$ cat config.mk
export PLATFORM = sky130hd
export DESIGN_NAME = vfat_link_monitor
export DESIGN_NICKNAME = d
export VERILOG_FILES = /design/src/rtl/vfat_link_monitor.sv
export SDC_FILE = /design/constraint.sdc
export NUM_CORES = 1
export LEC_CHECK = 0
export CAP_MARGIN = 20
export CORE_MARGIN = 1
export CORE_UTILIZATION = 52
export CTS_BUF_LIST = sky130_fd_sc_hd__clkbuf_16
export DETAILED_ROUTE_END_ITERATION = 12
export PLACE_DENSITY = 0.86
export SKIP_CTS_REPAIR_TIMING = 1
export SYNTH_ARGS = -nofsm -noshare
export SYNTH_HDL_FRONTEND = slang
export SYNTH_SLANG_ARGS = --single-unit
$ cat constraint.sdc
create_clock -name clock -period 4.7 [get_ports clock]
set_input_delay 1.41 -clock clock [delete_from_list [all_inputs] [get_ports clock]]
set_output_delay 1.41 -clock clock [all_outputs]
set_load 0.02 [all_outputs]
$ cat src/rtl/vfat_link_monitor.sv
// Per-VFAT link status monitor behind the frame aligner: lock FSM,
// loss/instability counters, time-to-lock and windowed S-bit occupancy.
module vfat_link_monitor #(
    parameter int MXSBITS         = 64,
    parameter int CNT_WIDTH       = 16,
    parameter int LOCK_TIME_WIDTH = 24,
    parameter int WINDOW_LOG2     = 16
) (
    input  logic                       clock,
    input  logic                       reset_n,
    input  logic                       reset_cnt,
    input  logic [MXSBITS-1:0]         sbits,
    input  logic                       sot_is_aligned,
    input  logic                       sot_unstable,
    input  logic [CNT_WIDTH-1:0]       hot_threshold,
    output logic [1:0]                 state,
    output logic                       link_good,
    output logic [CNT_WIDTH-1:0]       lock_loss_cnt,
    output logic [CNT_WIDTH-1:0]       unstable_cnt,
    output logic [LOCK_TIME_WIDTH-1:0] lock_time,
    output logic                       lock_time_valid,
    output logic [WINDOW_LOG2:0]       hit_rate,
    output logic                       rate_valid,
    output logic                       hot
);

    localparam logic [1:0] ST_WAIT   = 2'd0;
    localparam logic [1:0] ST_LOCKED = 2'd1;
    localparam logic [1:0] ST_LOST   = 2'd2;

    localparam int OCCW = WINDOW_LOG2 + 1;
    localparam int CMPW = (CNT_WIDTH > OCCW) ? CNT_WIDTH : OCCW;

    logic [MXSBITS-1:0]         sbits_q;
    logic                       aligned_q;
    logic                       unstable_q;
    logic                       unstable_prev_q;

    logic [1:0]                 state_q, state_d;
    logic [LOCK_TIME_WIDTH-1:0] timer_q, timer_d;
    logic [LOCK_TIME_WIDTH-1:0] lock_time_q, lock_time_d;
    logic                       ltv_q, ltv_d;
    logic                       link_good_q, link_good_d;
    logic [CNT_WIDTH-1:0]       loss_q, loss_d;
    logic [CNT_WIDTH-1:0]       unst_q, unst_d;

    logic [WINDOW_LOG2-1:0]     win_q, win_d;
    logic [OCCW-1:0]            occ_q, occ_d;
    logic [OCCW-1:0]            rate_q, rate_d;
    logic                       rv_q, rv_d;
    logic                       hot_q, hot_d;

    logic                       lock_event;
    logic                       loss_event;
    logic                       unst_rise;
    logic                       hit;
    logic                       win_end;
    logic [OCCW-1:0]            occ_sum;

    always_comb begin
        state_d    = state_q;
        timer_d    = timer_q;
        lock_event = 1'b0;
        loss_event = 1'b0;
        case (state_q)
            ST_WAIT, ST_LOST: begin
                if (aligned_q) begin
                    state_d    = ST_LOCKED;
                    lock_event = 1'b1;
                    timer_d    = '0;
                end else if (~&timer_q) begin
                    timer_d = timer_q + LOCK_TIME_WIDTH'(1);
                end
            end
            ST_LOCKED: begin
                timer_d = '0;
                if (!aligned_q) begin
                    state_d    = ST_LOST;
                    loss_event = 1'b1;
                end
            end
            default: begin
                state_d = ST_WAIT;
                timer_d = '0;
            end
        endcase
    end

    assign lock_time_d = lock_event ? timer_q : lock_time_q;
    assign ltv_d       = ltv_q | lock_event;
    assign link_good_d = (state_q == ST_LOCKED) && !unstable_q;
    assign unst_rise   = unstable_q && !unstable_prev_q;

    always_comb begin
        loss_d = loss_q;
        unst_d = unst_q;
        if (reset_cnt) begin
            loss_d = '0;
            unst_d = '0;
        end else begin
            if (loss_event && ~&loss_q) loss_d = loss_q + CNT_WIDTH'(1);
            if (unst_rise && ~&unst_q)  unst_d = unst_q + CNT_WIDTH'(1);
        end
    end

    // Window total includes the final cycle's hit, so a full window reads 2^N.
    assign hit     = (state_q == ST_LOCKED) && (|sbits_q);
    assign win_end = &win_q;
    assign occ_sum = occ_q + OCCW'(hit);

    always_comb begin
        win_d  = win_q + WINDOW_LOG2'(1);
        occ_d  = occ_sum;
        rate_d = rate_q;
        hot_d  = hot_q;
        rv_d   = 1'b0;
        if (reset_cnt) begin
            win_d  = '0;
            occ_d  = '0;
            rate_d = '0;
            hot_d  = 1'b0;
        end else if (win_end) begin
            occ_d  = '0;
            rate_d = occ_sum;
            hot_d  = CMPW'(occ_sum) > CMPW'(hot_threshold);
            rv_d   = 1'b1;
        end
    end

    always_ff @(posedge clock or negedge reset_n) begin
        if (!reset_n) begin
            sbits_q         <= '0;
            aligned_q       <= 1'b0;
            unstable_q      <= 1'b0;
            unstable_prev_q <= 1'b0;
            state_q         <= ST_WAIT;
            timer_q         <= '0;
            lock_time_q     <= '0;
            ltv_q           <= 1'b0;
            link_good_q     <= 1'b0;
            loss_q          <= '0;
            unst_q          <= '0;
            win_q           <= '0;
            occ_q           <= '0;
            rate_q          <= '0;
            rv_q            <= 1'b0;
            hot_q           <= 1'b0;
        end else begin
            sbits_q         <= sbits;
            aligned_q       <= sot_is_aligned;
            unstable_q      <= sot_unstable;
            unstable_prev_q <= unstable_q;
            state_q         <= state_d;
            timer_q         <= timer_d;
            lock_time_q     <= lock_time_d;
            ltv_q           <= ltv_d;
            link_good_q     <= link_good_d;
            loss_q          <= loss_d;
            unst_q          <= unst_d;
            win_q           <= win_d;
            occ_q           <= occ_d;
            rate_q          <= rate_d;
            rv_q            <= rv_d;
            hot_q           <= hot_d;
        end
    end

    assign state           = state_q;
    assign link_good       = link_good_q;
    assign lock_loss_cnt   = loss_q;
    assign unstable_cnt    = unst_q;
    assign lock_time       = lock_time_q;
    assign lock_time_valid = ltv_q;
    assign hit_rate        = rate_q;
    assign rate_valid      = rv_q;
    assign hot             = hot_q;

endmodule
==> results of run 1 <==
## sequential cells by signal, indices dropped and copies added, names as in the netlist
signal and count:
unstable_q 1, state 2, hit_rate 17, unstable_prev_q 1
sbits_q 64, link_good 1, aligned_q 1, timer_q 24
occ_q 17, lock_time_valid 1, unstable_cnt 16, rate_valid 1
lock_time 24, lock_loss_cnt 16, hot 1, win_q 16
## kinds of logic after synthesis
family | Yosys count
simple gates | 281
flops | 203
compound gates | 86
xor+xnor | 64
buf+inv | 59
mux | 28
fa+ha+maj | 22
## worst max-delay path by stage
stage	end	slack, ns	depth (start not counted)
after floorplan	hot	1.45	16
after global placement	hot	1.0	17
after detailed placement	hot	0.94	16
after CTS	hot	0.91	16
after global routing	hot	0.62	16
final	hot	0.93	16
## metal layers
layer  part of all wire (%)  global-route usage, %  vias to the layer above
li1                       -                      -                     2954
met3                    6.1                   5.17                       54
met1                     42                   28.6                     3022
met5                      0                      0                        -
met2                     48                   36.5                      191
met4                    4.5                   9.92                        0
## where the power goes
part | total (mW) | switching [mW] | internal [mW]
Combinational | 0.203 | 0.101 | 0.101
Sequential | 1.81 | 0.0214 | 1.79
Clock | 1.63 | 0.683 | 0.950
## cell usage in the layout, fill, tap and decap left out, types with 7 or more instances in the layout
cell type / instances
nor2_1: 99
clkdlybuf4s50_1: 161
nand3_1: 26
nand4_1: 30
xor2_1: 33
clkbuf_16: 23
dfrtp_1: 203
and4_1: 14
and3_1: 10
a211oi_1: 20
clkinv_2: 10
nor4_1: 17
ha_1: 22
or3_1: 9
o21ai_0: 13
nand2b_1: 7
inv_1: 32
nor3_1: 11
a21oi_1: 25
xnor2_1: 31
mux2_2: 24
nand2_1: 29
## final cells by class
type	count	area, um2
Sequential cell	203	5080
Fill cell	1193	4900
Multi-Input combinational cell	481	3240
Timing Repair Buffer	168	1690
Clock buffer	23	576
Tap cell	216	270
Clock inverter	17	124
Inverter	32	120
Antenna cell	1	2.50
==> results by group, run 1 <==
STA
  • Setup violators final: 0
  • TNS Setup: 0 ns
  • Worst-margin pin slew: 0.985 ns
  • Tcrit/Tclk final: 80.3%
  • Final worst slack: 0.928 ns
  • Min Hold Slack: 0.429 ns
  • Minimum clock period: 3.77 ns
  • Fin. Hold Viols: 0
  • Rel. slew slack: 34.3%
  • Max Slew Vio Count: 0
  • Clock Skew: 0.0105 ns
  • Max Freq: 265 MHz
  • RSZ-0062 raised after global routing: false

Setup path
  • Reg2Reg Depth: 16
  • R2R setup slack: 0.93 ns
  • Critical path required time: 5.10 ns
  • RR Startpoint: sbits_q[3]
  • CP startpoint kind: flop
  • CP Class: reg -> reg
  • Buffers plus inverters on the worst setup path: 1
  • CP peak stage delay: 0.37 ns
  • CP Data Arrival Time: 4.17 ns
  • Worst Setup SP: sbits_q[3]
  • Critical path, cell by cell: nor4_1, nand4_1, nor4_1, nor2_1, ha_1, ha_1, and4_1, nand3_1, xor2_1, inv_1, ha_1, a211oi_1, o221ai_1, a21oi_1, a221o_1, a311oi_1
  • Crit-path slowest cell: dfrtp_1
  • Crit path max fanout: 5
  • FF-to-FF End: hot
  • Most common cell on crit path: ha_1
  • CP Capture Type: flop
  • Delay-heaviest family, CP: simple AND/OR/NAND/NOR gates

Placed design
  • Placement Setup Slack: 0.939 ns
  • Placed instance area: 10400 um2
  • Dpl cells: 1098
  • Final GP Congestion: 0.822
  • Port Buffers: 163
  • Placed wire-length estimate: 12700 um

Yosys
  • Cell taking the most area after synthesis: dfrtp_1
  • Async SR Flop Fraction: 100%
  • Yosys warnings: 0
  • Largest family of logic cells by synthesized area: simple AND/OR/NAND/NOR gates
  • Cells after Synth: 743
  • Cell variety after synth: 53
  • Post-synthesis simple-gate area fraction: 17.5%
  • Most frequent cells after synthesis: dfrtp_1, nor2_1, xor2_1, inv_1, xnor2_1
  • Share of the yosys chip area belonging to registers: 59.3%
  • Syn nets: 850
  • Post-synth EDFFs: 0
  • Synth area leaders: dfrtp_1, nor2_1, xor2_1
  • Avg Inst Size Synth: 11.5 um2
  • Adder-cell share of the synthesized area: 3.21%
  • Synthesized cell area: 8560 um2
  • Mux contribution to synthesized area: 3.62%
  • Flops & latches, synth: 203
  • Ys flop type: dfrtp_1
  • Cell with the most instances after synthesis: dfrtp_1
  • Yosys top cell area share: 59.3%
  • Compound-Gate Fraction of Synth Area: 6.93%
  • Xor and xnor fraction of the mapped netlist area: 6.55%

Floorplan
  • Die Ht: 130 um
  • Die W: 130 um
  • Rows: 46
  • IO Pins: 164
  • Total core area: 16000 um2
  • Die area: 17000 um2
  • Starting Density: 53.5%

Global route
  • Vias in the first global route: 6171
  • First-pass GRT wire length: 29800 um
  • Initial antenna violation count: 0
  • GR Util All Layers: 22.4%
  • Gr ovfl total: 0
  • Pin count of the biggest net entering global routing: 118

Job
  • Max_cap viols: 0

Pwr
  • Total power: 3.65 mW
  • Lkg Pwr: 4.90 nW
  • Worst VDD drop: 0.253 mV
  • Pwr/cell area: 328 nW/um2

Route
  • WL/cell: 16.1 um
  • ANT nets after route: 0
  • Via count: 6221
  • Initial DRC Count: 329
  • Pre-antenna DRT Iters: 4
  • Via density: 5.45
  • Post-route DRC: 0
  • WL final: 18400 um

Cells and area
  • Final Non-Filler Cells: 1141
  • Final core utilization: 69.4%
  • Total Nets Final: 1015
  • Fraction of layout cells with a size suffix above 1: 8.87%
  • Post-Layout Inst Area: 11100 um2
  • P&R area growth vs syn: 29.6%

Worst hold path
  • Min-delay src: unstable_q
  • WHS Endpoint: unstable_prev_q
  • Hold Path Class: reg -> reg
  • Hold Crit Depth: 0

Clock tree
  • Clock sink total: 203
  • CTS Buf Count: 22
  • CTS root buf: clkbuf_16
  • Reg clk slew, reported paths: 0.06 ns
  • Clk buf depth: 3
  • H-tree Lvls: 1
  • Clock latency on the worst-skew pair: 0.50 ns
  • CTS tree: built

Outcome
  • Outcome: finished, final reports clean
Power figures use the tool's default switching activity.
==> run 2, diff against run 1 <==
- CORE_UTILIZATION: 52 -> 47
- PLACE_DENSITY: 0.86 -> 0.82
- clock period: 4.7 -> 3.4 ns (I/O delays scaled with it)
==> run 2 against run 1 <==
Compared with the run above:
- the flow now finishes with violations (setup timing)
- clock skew rose by 0.0081 ns
- largest power group unchanged
- maximum frequency rose by 7.0%
- count of clock-buffer cells in the layout fell by 2
- global-route usage fell by 2.0 points
- sequential share of layout area fell by 1.4 points
- critical path type unchanged
- die area rose by 10%
==> results by group, run 2 (synthesized netlist as in run 1, its figures left out) <==
Outcome
  • Outcome: finished, violations left
  • Failing checks: setup timing

Floorplan
  • Die area: 18800 um2 (+10%)
  • Total core area: 17500 um2 (+9.6%)
  • Starting Density: 48.8% (-4.7 points)
  • IO Pins: 164 (unchanged)
  • Die Ht: 137 um (+5.1%)
  • Die W: 137 um (+5.1%)
  • Rows: 48 (+4.3%)

Setup path
  • Crit-path slowest cell: dfrtp_1
  • CP Capture Type: flop
  • R2R setup slack: -0.13 ns (-1.05 ns)
  • Crit path max fanout: 5 (unchanged)
  • CP startpoint kind: flop
  • CP Class: reg -> reg
  • Most common cell on crit path: nand4_1
  • CP Data Arrival Time: 3.92 ns (-0.25 ns)
  • Critical path required time: 3.79 ns (-1.31 ns)
  • CP peak stage delay: 0.37 ns (about the same)
  • Critical path, cell by cell: nor4_1, nand4_1, nor4_2, nor2_1, ha_2, ha_4, and4_4, nand4_1, xor2_1, inv_1, ha_4, nand4_1, nor2_2, a21oi_2, a221o_1, a311oi_1

STA
  • Fin. Hold Viols: 0 (unchanged)
  • Tcrit/Tclk final: 104% (+23 points)
  • TNS Setup: -0.125 ns (-0.125 ns)
  • Rel. slew slack: 44.3% (+10 points)
  • Setup violators final: 1 (+1)
  • Clock Skew: 0.0186 ns (+0.00807 ns)
  • RSZ-0062 raised after global routing: true
  • Final worst slack: -0.125 ns (-1.05 ns)
  • Max Freq: 284 MHz (+7.0%)
  • Worst-margin pin slew: 0.831 ns (-0.154 ns)
  • Max Slew Vio Count: 0 (unchanged)
  • Minimum clock period: 3.53 ns (-0.247 ns)

Worst hold path
  • Hold Path Class: reg -> reg

Clock tree
  • Clock sink total: 203 (unchanged)
  • CTS Buf Count: 21 (-4.5%)
  • CTS tree: built
  • Clk buf depth: 3 (unchanged)
  • Clock latency on the worst-skew pair: 0.50 ns (about the same)
  • H-tree Lvls: 1 (unchanged)
  • Reg clk slew, reported paths: 0.06 ns (about the same)
  • CTS root buf: clkbuf_16

Placed design
  • Port Buffers: 163 (unchanged)
  • Placed wire-length estimate: 13100 um (+3.2%)
  • Final GP Congestion: 0.839 (+2.0%)
  • Dpl cells: 1131 (+3.0%)
  • Placement Setup Slack: -0.348 ns (-1.29 ns)

Global route
  • Vias in the first global route: 6113 (-0.94%)
  • Gr ovfl total: 0 (unchanged)
  • Most used routing layer: met2
  • GR Util All Layers: 20.4% (-2.0 points)
  • Met3 GRT Util: 4.11% (-1.1 points)
  • Initial antenna violation count: 0 (unchanged)
  • Pin count of the biggest net entering global routing: 79 (-33%)
  • First-pass GRT wire length: 30400 um (+2.2%)
  • M1 GR Usage: 27.7% (-0.93 points)
  • Grt met2 use: 32.9% (-3.6 points)

Pwr
  • Worst VDD drop: 0.471 mV (+86%)
  • Pwr/cell area: 440 nW/um2 (+34%)
  • Total power: 5.04 mW (+38%)
  • Lkg Pwr: 5.01 nW (+2.1%)

Job
  • Max_cap viols: 0 (unchanged)

Cells and area
  • Most common cell after layout, fill and taps aside: dfrtp_1
  • Max reg flops: 64 (unchanged)
  • Largest Register: sbits_q
  • Final core utilization: 65.3% (-4.1 points)
  • P&R area growth vs syn: 33.7%
  • Final Non-Filler Cells: 1170 (+2.5%)
  • Fraction of layout cells with a size suffix above 1: 13.5% (+4.7 points)
  • Multi-input gate area: 3420 um2 (+5.6%)
  • Fillers: 1329 (+11%)
  • # diodes: 0 (-1)
  • FF+latch area: 5080 um2 (unchanged)
  • Commonest cells after routing, fill and taps aside: dfrtp_1, clkdlybuf4s50_1, nor2_1
  • Total Nets Final: 1037 (+2.2%)

Route
  • Pre-antenna DRT Iters: 5 (+1)
  • WL/cell: 16.3 um (+0.99%)
  • Post-route DRC: 0 (unchanged)
  • Initial DRC Count: 310 (-5.8%)
  • ANT nets after route: 0 (unchanged)
  • WL final: 19000 um (+3.6%)
  • Via density: 5.35 (-1.8%)
  • Via count: 6265 (+0.71%)
## run 2: changes by cell type in the layout (fill, tap and decap cells not counted), moves of 5 or more
cell / change
clkinv_2: -6
buf_4: +23
nor4_2: +6
ha_1: -6
ha_4: +5
nor4_1: -6
## run 2: cell type report
cell class                 count  area share, %
clock buffer                  21           4.59
clock inverter                17           1.32
inverter                      32           1.05
multi-input combinational    481           29.9
sequential                   203           44.4
tap                          225           2.46
timing repair buffer         191           16.3
## run 2: final timing paths
kind | cells after the start | start | end
min in group asynchronous | 1 | reset_n | occ_q[14]
min | 1 | lock_time_valid | lock_time_valid
max | 16 | sbits_q[17] | hot
max in group asynchronous | 2 | reset_n | hit_rate[3]
min reg2reg | 1 | lock_time_valid | lock_time_valid
max reg2reg | 16 | sbits_q[17] | hot
## run 2: worst max-delay path, delay by kind of cell (launching register included)
family	cells	cell delay (ns)
DFF	1	0.37
and+or+nand+nor	8	1.43
AOI/OAI and AO/OA	3	0.60
adders and majority gates	3	0.67
xor gates and xnor gates	1	0.24
buffers and inverters	1	0.12
## run 2: metal layers
| layer | wire, um | vias up | share of wire, % |
|---|---|---|---|
| met5 | 0 | - | 0 |
| met4 | 431 | 0 | 2.3 |
| met3 | 1030 | 29 | 5.4 |
| met2 | 9190 | 165 | 48 |
| met1 | 8380 | 3089 | 44 |
| li1 | - | 2982 | - |
## run 2: metrics by stage
step | hold slack (ns) | cell area, um2
CTS | 0.477 | 11300
global placement | 0.449 | 10600
floorplan | 0.388 | 8560
detailed placement | 0.456 | 10600
global route | 0.483 | 11400
finish | 0.472 | 11400
## run 2: report_power, final
group          leakage [nW]  switching, mW  internal [mW]
registers              2.67         0.0295           2.47
logic                  2.01          0.147          0.151
clock network         0.330          0.947           1.29
total                  5.01           1.12           3.91
